**config.mk**
```make
export PLATFORM = sky130hd
export DESIGN_NAME = ex_mem_skid
export DESIGN_NICKNAME = d
export VERILOG_FILES = /design/src/rtl/ex_mem_skid.sv
export SDC_FILE = /design/constraint.sdc
export NUM_CORES = 1
export LEC_CHECK = 0
export ABC_AREA = 1
export CORE_UTILIZATION = 43
export CTS_CLUSTER_DIAMETER = 30
export CTS_CLUSTER_SIZE = 10
export DETAILED_ROUTE_END_ITERATION = 10
export PLACE_DENSITY_LB_ADDON = 0.15
export RECOVER_POWER = 25
export SLEW_MARGIN = 20
export SYNTH_ARGS = -nofsm -noshare
export SYNTH_HDL_FRONTEND = slang
export SYNTH_SLANG_ARGS = --single-unit
```
**constraint.sdc**
```tcl
create_clock -name clk -period 1.25 [get_ports clk]
set_input_delay 0.125 -clock clk [delete_from_list [all_inputs] [get_ports clk]]
set_output_delay 0.125 -clock clk [all_outputs]
set_load 0.005 [all_outputs]
```
**src/rtl/ex_mem_skid.sv**
```systemverilog
// rtl/ex_mem_skid.sv - execute-to-memory elastic pipeline register with 2-entry skid buffer
module ex_mem_skid #(
  parameter int DATA_W = 16,
  parameter int RD_W   = 3
) (
  input  logic              clk,
  input  logic              rst_n,
  // execute-stage side
  input  logic              ex_valid,
  output logic              ex_ready,
  input  logic [DATA_W-1:0] ex_alu_out,
  input  logic              ex_zf,
  input  logic              ex_cf,
  input  logic              ex_sf,
  input  logic              ex_of,
  input  logic              ex_err,
  input  logic [DATA_W-1:0] ex_st_data,
  input  logic [RD_W-1:0]   ex_rd,
  input  logic              ex_reg_wr,
  input  logic              ex_mem_rd,
  input  logic              ex_mem_wr,
  input  logic              ex_halt,
  // memory-stage side
  output logic              mem_valid,
  input  logic              mem_ready,
  output logic [DATA_W-1:0] mem_alu_out,
  output logic [DATA_W-1:0] mem_st_data,
  output logic              mem_zf,
  output logic              mem_cf,
  output logic              mem_sf,
  output logic              mem_of,
  output logic              mem_reg_wr,
  output logic              mem_mem_rd,
  output logic              mem_mem_wr,
  output logic              mem_halt,
  output logic [RD_W-1:0]   mem_rd,
  // control / status
  input  logic              flush,
  output logic [1:0]        occupancy,
  output logic              err_sticky
);

  // One pipeline entry. The ALU error bit is not carried forward; it only
  // feeds the sticky error flag at accept time.
  typedef struct packed {
    logic [DATA_W-1:0] alu_out;
    logic [DATA_W-1:0] st_data;
    logic [RD_W-1:0]   rd;
    logic              zf;
    logic              cf;
    logic              sf;
    logic              of;
    logic              reg_wr;
    logic              mem_rd;
    logic              mem_wr;
    logic              halt;
  } entry_t;

  // Encoding doubles as the occupancy count.
  typedef enum logic [1:0] {
    ST_EMPTY = 2'd0,
    ST_ONE   = 2'd1,
    ST_FULL  = 2'd2
  } state_t;

  state_t state_q;
  state_t state_d;

  entry_t in_entry;
  entry_t head_q;
  entry_t skid_q;

  logic halt_pend_q;
  logic err_q;

  logic accept;
  logic retire;
  logic load_h_in;
  logic load_h_skid;
  logic load_s;

  // Pack the incoming execute-stage fields into one entry.
  always_comb begin
    in_entry         = '0;
    in_entry.alu_out = ex_alu_out;
    in_entry.st_data = ex_st_data;
    in_entry.rd      = ex_rd;
    in_entry.zf      = ex_zf;
    in_entry.cf      = ex_cf;
    in_entry.sf      = ex_sf;
    in_entry.of      = ex_of;
    in_entry.reg_wr  = ex_reg_wr;
    in_entry.mem_rd  = ex_mem_rd;
    in_entry.mem_wr  = ex_mem_wr;
    in_entry.halt    = ex_halt;
  end

  // Ready comes only from registered state and flush, never from mem_ready,
  // so the stall path from the memory stage is cut at this register.
  assign ex_ready  = (state_q != ST_FULL) & ~halt_pend_q & ~flush;
  assign mem_valid = (state_q != ST_EMPTY);
  assign accept    = ex_valid & ex_ready;
  assign retire    = mem_valid & mem_ready;
  assign occupancy = state_q;

  // Next-state and storage-load decode for the EMPTY/ONE/FULL skid FSM.
  always_comb begin
    state_d     = state_q;
    load_h_in   = 1'b0;
    load_h_skid = 1'b0;
    load_s      = 1'b0;
    case (state_q)
      ST_EMPTY: begin
        if (accept) begin
          state_d   = ST_ONE;
          load_h_in = 1'b1;
        end
      end
      ST_ONE: begin
        if (accept && retire) begin
          load_h_in = 1'b1;
        end else if (accept) begin
          state_d = ST_FULL;
          load_s  = 1'b1;
        end else if (retire) begin
          state_d = ST_EMPTY;
        end
      end
      ST_FULL: begin
        // ex_ready is low here, so only a retire can move the FSM.
        if (retire) begin
          state_d     = ST_ONE;
          load_h_skid = 1'b1;
        end
      end
      default: begin
        state_d = ST_EMPTY;
      end
    endcase
    // Flush wins over everything; a retire in the same cycle still completes
    // downstream, the entry is just not kept.
    if (flush) begin
      state_d     = ST_EMPTY;
      load_h_in   = 1'b0;
      load_h_skid = 1'b0;
      load_s      = 1'b0;
    end
  end

  // State register.
  always_ff @(posedge clk or negedge rst_n) begin
    if (!rst_n) begin
      state_q <= ST_EMPTY;
    end else begin
      state_q <= state_d;
    end
  end

  // Head register: loaded from the input or promoted from the skid slot.
  always_ff @(posedge clk or negedge rst_n) begin
    if (!rst_n) begin
      head_q <= '0;
    end else if (load_h_in) begin
      head_q <= in_entry;
    end else if (load_h_skid) begin
      head_q <= skid_q;
    end
  end

  // Skid register: catches the entry that arrives while the head is stalled.
  always_ff @(posedge clk or negedge rst_n) begin
    if (!rst_n) begin
      skid_q <= '0;
    end else if (load_s) begin
      skid_q <= in_entry;
    end
  end

  // Halt pending: once a halt is accepted, stop taking work until flush/reset.
  always_ff @(posedge clk or negedge rst_n) begin
    if (!rst_n) begin
      halt_pend_q <= 1'b0;
    end else if (flush) begin
      halt_pend_q <= 1'b0;
    end else if (accept && ex_halt) begin
      halt_pend_q <= 1'b1;
    end
  end

  // Sticky error: remembers any accepted ALU error until reset.
  always_ff @(posedge clk or negedge rst_n) begin
    if (!rst_n) begin
      err_q <= 1'b0;
    end else if (accept && ex_err) begin
      err_q <= 1'b1;
    end
  end

  assign err_sticky = err_q;

  // Head entry drives the memory stage directly.
  assign mem_alu_out = head_q.alu_out;
  assign mem_st_data = head_q.st_data;
  assign mem_rd      = head_q.rd;
  assign mem_zf      = head_q.zf;
  assign mem_cf      = head_q.cf;
  assign mem_sf      = head_q.sf;
  assign mem_of      = head_q.of;
  assign mem_reg_wr  = head_q.reg_wr;
  assign mem_mem_rd  = head_q.mem_rd;
  assign mem_mem_wr  = head_q.mem_wr;
  assign mem_halt    = head_q.halt;

endmodule

```
# Word-level counts from Yosys, hierarchy flattened
# Index checks and enable logic that the tools add are counted.
[op_classes]
eq_ne = 7
muxes = 21
bitwise_logic = 6
n_reduce_logical = 8
[op_table]
columns = ["cell", "n"]
rows = [
  ["43-bit 2-to-1 mux", 2],
  ["2-bit 2-to-1 mux", 6],
  ["1-bit 2-to-1 mux", 11],
  ["3-bit inequality test (second input constant)", 3],
  ["2-bit one-hot mux with 3 select lines", 1],
  ["2-bit nonzero test", 3],
  ["1-bit AND", 4],
  ["4-bit inequality test (second input constant)", 1],
  ["4-bit AND reduction", 1],
  ["1-bit logical AND", 3],
  ["2-bit by 1-bit equality test with 1-bit output (second input constant)", 1],
  ["2-bit equality test (second input constant)", 1],
  ["2-bit logical NOT", 1],
  ["2-bit inequality test (second input constant)", 1],
  ["1-bit inverter", 2],
  ["1-bit one-hot mux with 2 select lines", 1],
]
[word_totals]
regBits = 90
input_bits = 49
elab_cells = 67

# Depth between registers and ports, before layout
[depth]
ltp_word = 9
ltp_mapped = 9

# Least setup slack after synthesis
# No wires, ideal clock.
[synth_path]
path_type = "flip-flop to flip-flop"
from = "register state_q[1] (netlist: occupancy[1])"
to = "register skid_q[10] (netlist name)"
arrival_time_ns = 1.223
t_required_ns = 1.133
slack_ns = -0.090
path_stages_with_launch = 8
path_buffers = 1
period_less_slack_ns = 1.340
path_cell_list = "dfrtp_1 > inv_2 > nand4_1 > nor2_2 > inv_2 > clkbuf_1 > nand2_1 > nand2_1"
[synth_via]
elab_chain_len = 8
word_cells_on_any_way = 12
classes_between = "2 x eq/ne; 4 x mux; 4 x bitwise; 2 x reduce/logical"
[synth_lines]
columns = ["item", "line_no", "text"]
rows = [
  ["start: declaration", "66", "state_t state_q;"],
  ["start signal: assignment", "155", "state_q <= state_d;"],
  ["2-bit inequality test", "100", "assign ex_ready = (state_q != ST_FULL) & ~halt_pend_q & ~flush;"],
  ["1-bit AND (2 in series)", "100", ""],
  ["1-bit AND", "102", "assign accept = ex_valid & ex_ready;"],
  ["1-bit 2-to-1 mux / 1-bit logical AND (equally long branches)", "122, 120", ""],
  ["1-bit 2-to-1 mux", "120", "if (accept && retire) begin"],
  ["1-bit 2-to-1 mux (*)", "112", "case (state_q)"],
  ["1-bit 2-to-1 mux (*)", "142", "if (flush) begin"],
  ["end signal: assignment", "175", "skid_q <= in_entry;"],
  ["end: declaration", "71", "entry_t skid_q;"],
]
# Every way passes the cells marked *; elsewhere a longest branch is shown, timed or not.
# A chain may end at the register's enable or synchronous reset.

# Final worst setup path
[layout_path]
from = "register state_q[0] (netlist: occupancy[0])"
to = "register head_q, in the netlist mem_alu_out[12]"
[layout_via]
elab_chain_len = 9
word_cells_on_any_way = 19
classes_between = "3 x eq/ne; 8 x mux; 4 x bitwise; 4 x reduce/logical"
[layout_lines]
columns = ["item", "line_no", "text"]
rows = [
  ["2-bit inequality test", "100", ""],
  ["1-bit AND (2 in series)", "100", ""],
  ["1-bit AND", "102", ""],
  ["1-bit logical AND", "120", ""],
  ["1-bit 2-to-1 mux", "120", ""],
  ["1-bit one-hot mux with 2 select lines", "112", ""],
  ["1-bit 2-to-1 mux", "142", ""],
  ["43-bit 2-to-1 mux / 2-bit nonzero test (equally long branches)", "-", ""],
  ["end signal: assignment", "164", "head_q <= in_entry;"],
  ["end signal: assignment", "166", "head_q <= skid_q;"],
  ["end: declaration", "70", "entry_t head_q;"],
]
# Parallel ways exist; a longest one is shown, timed or not.

==> reports/metrics.cfg <==
[place]
dp_hpwl_um=5450
routabilityCongestion=0.860
place_area_mm2=0.00483
placed_cells=600
place_ws_ns=-0.786
numPortBuffers=96

[routing]
wl_per_cell_um=19.2
num_vias=3663
wirelength_um=13200
firstDrtPassIters=5
ant_nets=0
drt_iter0_markers=252
avgViaCountPerCell=5.34
drc_errors=0

[clock_tree]
clk_latency_ns=0.37
cts_tree=yes
clock-sinks=90
clkTransAtPathRegs_ns=0.10
numCtsBuffers=9
clk_path_buf_depth=2
cts-htree-levels=3
root_buffer=clkbuf_8

[layout]
layout.nets=625
fin_util_pct=75.5
drive_gt1_share_pct=34.8
syn2layout_area_growth_pct=69.9
multi_input_area_mm2=0.00165
stdcell_count=686
n_antenna_cell=0
seq_area_mm2=0.00225
final_area_mm2=0.00620
n_fill_cell=589

[status]
failed_checks=setup timing
outcome=complete, but fails checks

[global_routing]
antenna_found_initial=0
gr-total-overflow=0
met1_usage_pct=35.4
grtUsageTotal_pct=27.9
grt_use_met2_pct=47.9
met3_usage_pct=4.37
top_usage_layer=met2
grt_pass1_vias=3589
grt_max_degree=44
grt_pass1_wl_um=18300

[critical_path]
worstPathRequired_ns=1.49
cp.arrival_ns=1.82
ff2ff_path_depth=9
r2r_end=mem_alu_out[12]
cp_max_fo=11
startpoint_type=flop
r2r_setup_slack_ns=-0.33
worstSetupEndpointType=flop
r2r_start=occupancy[0]
crit_type=reg -> reg

[pwr]
ir_worst_vdd_mv=0.957
power_density_mw_per_mm2=1680
p_leak_nw=3.20

[sta]
relSlewSlack_pct=49.3
fmax_ghz=0.634
finClkSkew_ns=0.0112
layout_min_cycle_time_ns=1.58
setup_ws_ns=-0.327
rsz0062_at_grt=true
setup_viol=91
slew_viol_final=0
hold_violations=0
worst_pin_slew_ns=0.761
post-route-period-util_pct=126

[logic_synthesis]
synth_cells=402
synth_cell_type_count=19
synth.avg_cell_area_um2=9.08
ys_seq_area_share_pct=61.7
synth_nets=451
synth-seq-cells=90
synthesis.area_mm2=0.00365
synth_flop_cell=dfrtp_1
postSynth.asyncResetShare_pct=100
synth-edff-count=0
yosysWarnings=0

[die]
design.die.area_mm2=0.00886
initial_core_util_pct=44.4
core_area_mm2=0.00822
fp.dieH_um=94.1
rows=33
ios=97
fp.dieW_um=94.1

[worst_hold_path]
worstHoldPathType=in -> reg
hold_path_depth=3
min_to=skid_q[8]
hp-start=ex_rd[0]

[job]
maxCapViolCount=0

[cells by family (layout without fill, tap and decap cells)]
| group | count (synthesis) | in the layout | share of synthesized area (%) |
|---|---|---|---|
| AO/OA/AOI/OAI | 48 | 48 | 9.56 |
| AND/OR/NAND/NOR | 236 | 239 | 25.4 |
| flip-flops | 90 | 90 | 61.7 |
| buffers and inverters | 28 | 204 | 3.39 |
[flip-flops by register name (all words and copies together), names as in the netlist]
name / cells
mem_zf: 1
mem_rd: 3
halt_pend_q: 1
mem_st_data: 16
skid_q: 43
mem_sf: 1
mem_alu_out: 16
mem_mem_rd: 1
mem_mem_wr: 1
err_sticky: 1
mem_cf: 1
occupancy: 2
mem_reg_wr: 1
mem_halt: 1
mem_of: 1
[worst max path at each step]
stage	endpoint	slack, ns	start	cells past startpoint
floorplan	skid_q[10]	-0.05	occupancy[1]	7
global placement	mem_st_data[6]	-0.73	flush	7
detailed placement	mem_st_data[5]	-0.79	mem_ready	6
CTS	ex_ready	-0.22	occupancy[1]	5
global route	mem_alu_out[9]	-0.35	occupancy[0]	9
finish	mem_alu_out[12]	-0.33	occupancy[0]	9
[where the power goes]
part	leakage, nW	total, W	switching, W	internal [W]
clock	0.116	0.00235	0.00110	0.00125
sequential	1.13	0.00467	0.000677	0.00399
combinational	1.96	0.00343	0.00158	0.00184
total	3.20	0.0104	0.00336	0.00708
[critical path, stage by stage, from the launching register on]
cell and delay (ns):
dfrtp_1 0.44, inv_4 0.14, nand2_4 0.08, nor3_4 0.21, buf_6 0.17, buf_6 0.10
nor2_4 0.03, buf_12 0.14, nand2_1 0.07, nand2_1 0.07
[layout by cell type (no fill, tap or decap), drive strengths merged]
cell type / count
a21oi: 1
a22oi: 42
a31o: 1
buf: 78
bufbuf: 1
bufinv: 2
clkbuf: 17
clkdlybuf4s50: 47
clkinv: 1
clkinvlp: 1
dfrtp: 90
dlygate4sd2: 44
dlygate4sd3: 1
inv: 12
nand2: 225
nand3: 3
nand4: 1
nor2: 7
nor3: 2
o21ai: 4
or2: 1
[repair_timing]
| action | CTS | global route |
|---|---|---|
| resized for setup | 122 | 90 |
| pin swaps | 15 | 16 |
| hold buffers | 1 | 0 |
| gates cloned | 9 | 4 |
| setup endpoints to repair | 136 | 92 |
| endpoints found under the hold margin | 26 | 0 |
| buffers inserted | 51 | 9 |
[per-layer routing]
layer	routed length, um	vias to the layer above
met1	5280	1804
met5	0	-
met3	794	37
met2	6670	179
li1	-	1643
met4	413	0
[per-stage QoR]
stage / setup TNS, ns / total power, W / hold slack, ns
after CTS: -17.57 / 0.00986 / 0.223
after floorplan: -3.24 / 0.00561 / -0.171
after global placement: -48.58 / 0.00699 / 0.0768
final: -23.73 / 0.0104 / 0.316
after detailed placement: -51.59 / 0.00710 / 0.0788
after global routing: -28.14 / 0.0110 / 0.332
[Yosys cell counts (2+ instances only)]
| master | instances | area (um^2) |
|---|---|---|
| nand2_1 | 225 | 845 |
| dfrtp_1 | 90 | 2250 |
| a22oi_1 | 42 | 315 |
| buf_2 | 15 | 75.1 |
| clkbuf_1 | 5 | 18.8 |
| inv_1 | 4 | 15.0 |
| inv_2 | 4 | 15.0 |
| nand3_1 | 3 | 15.0 |
| o21ai_0 | 3 | 15.0 |
| nor2_4 | 2 | 22.5 |
[cell type report]
type | instances | share of cell area [%]
repair inverters | 3 | 0.504
flip-flops and latches | 90 | 36.3
clock buffers | 11 | 2.44
well taps | 105 | 2.12
multi-input cells | 287 | 26.7
repair buffers | 177 | 29.7
inverters | 8 | 0.867
clock inverters | 5 | 1.37
Note: power is estimated with default switching activity, not from simulation.
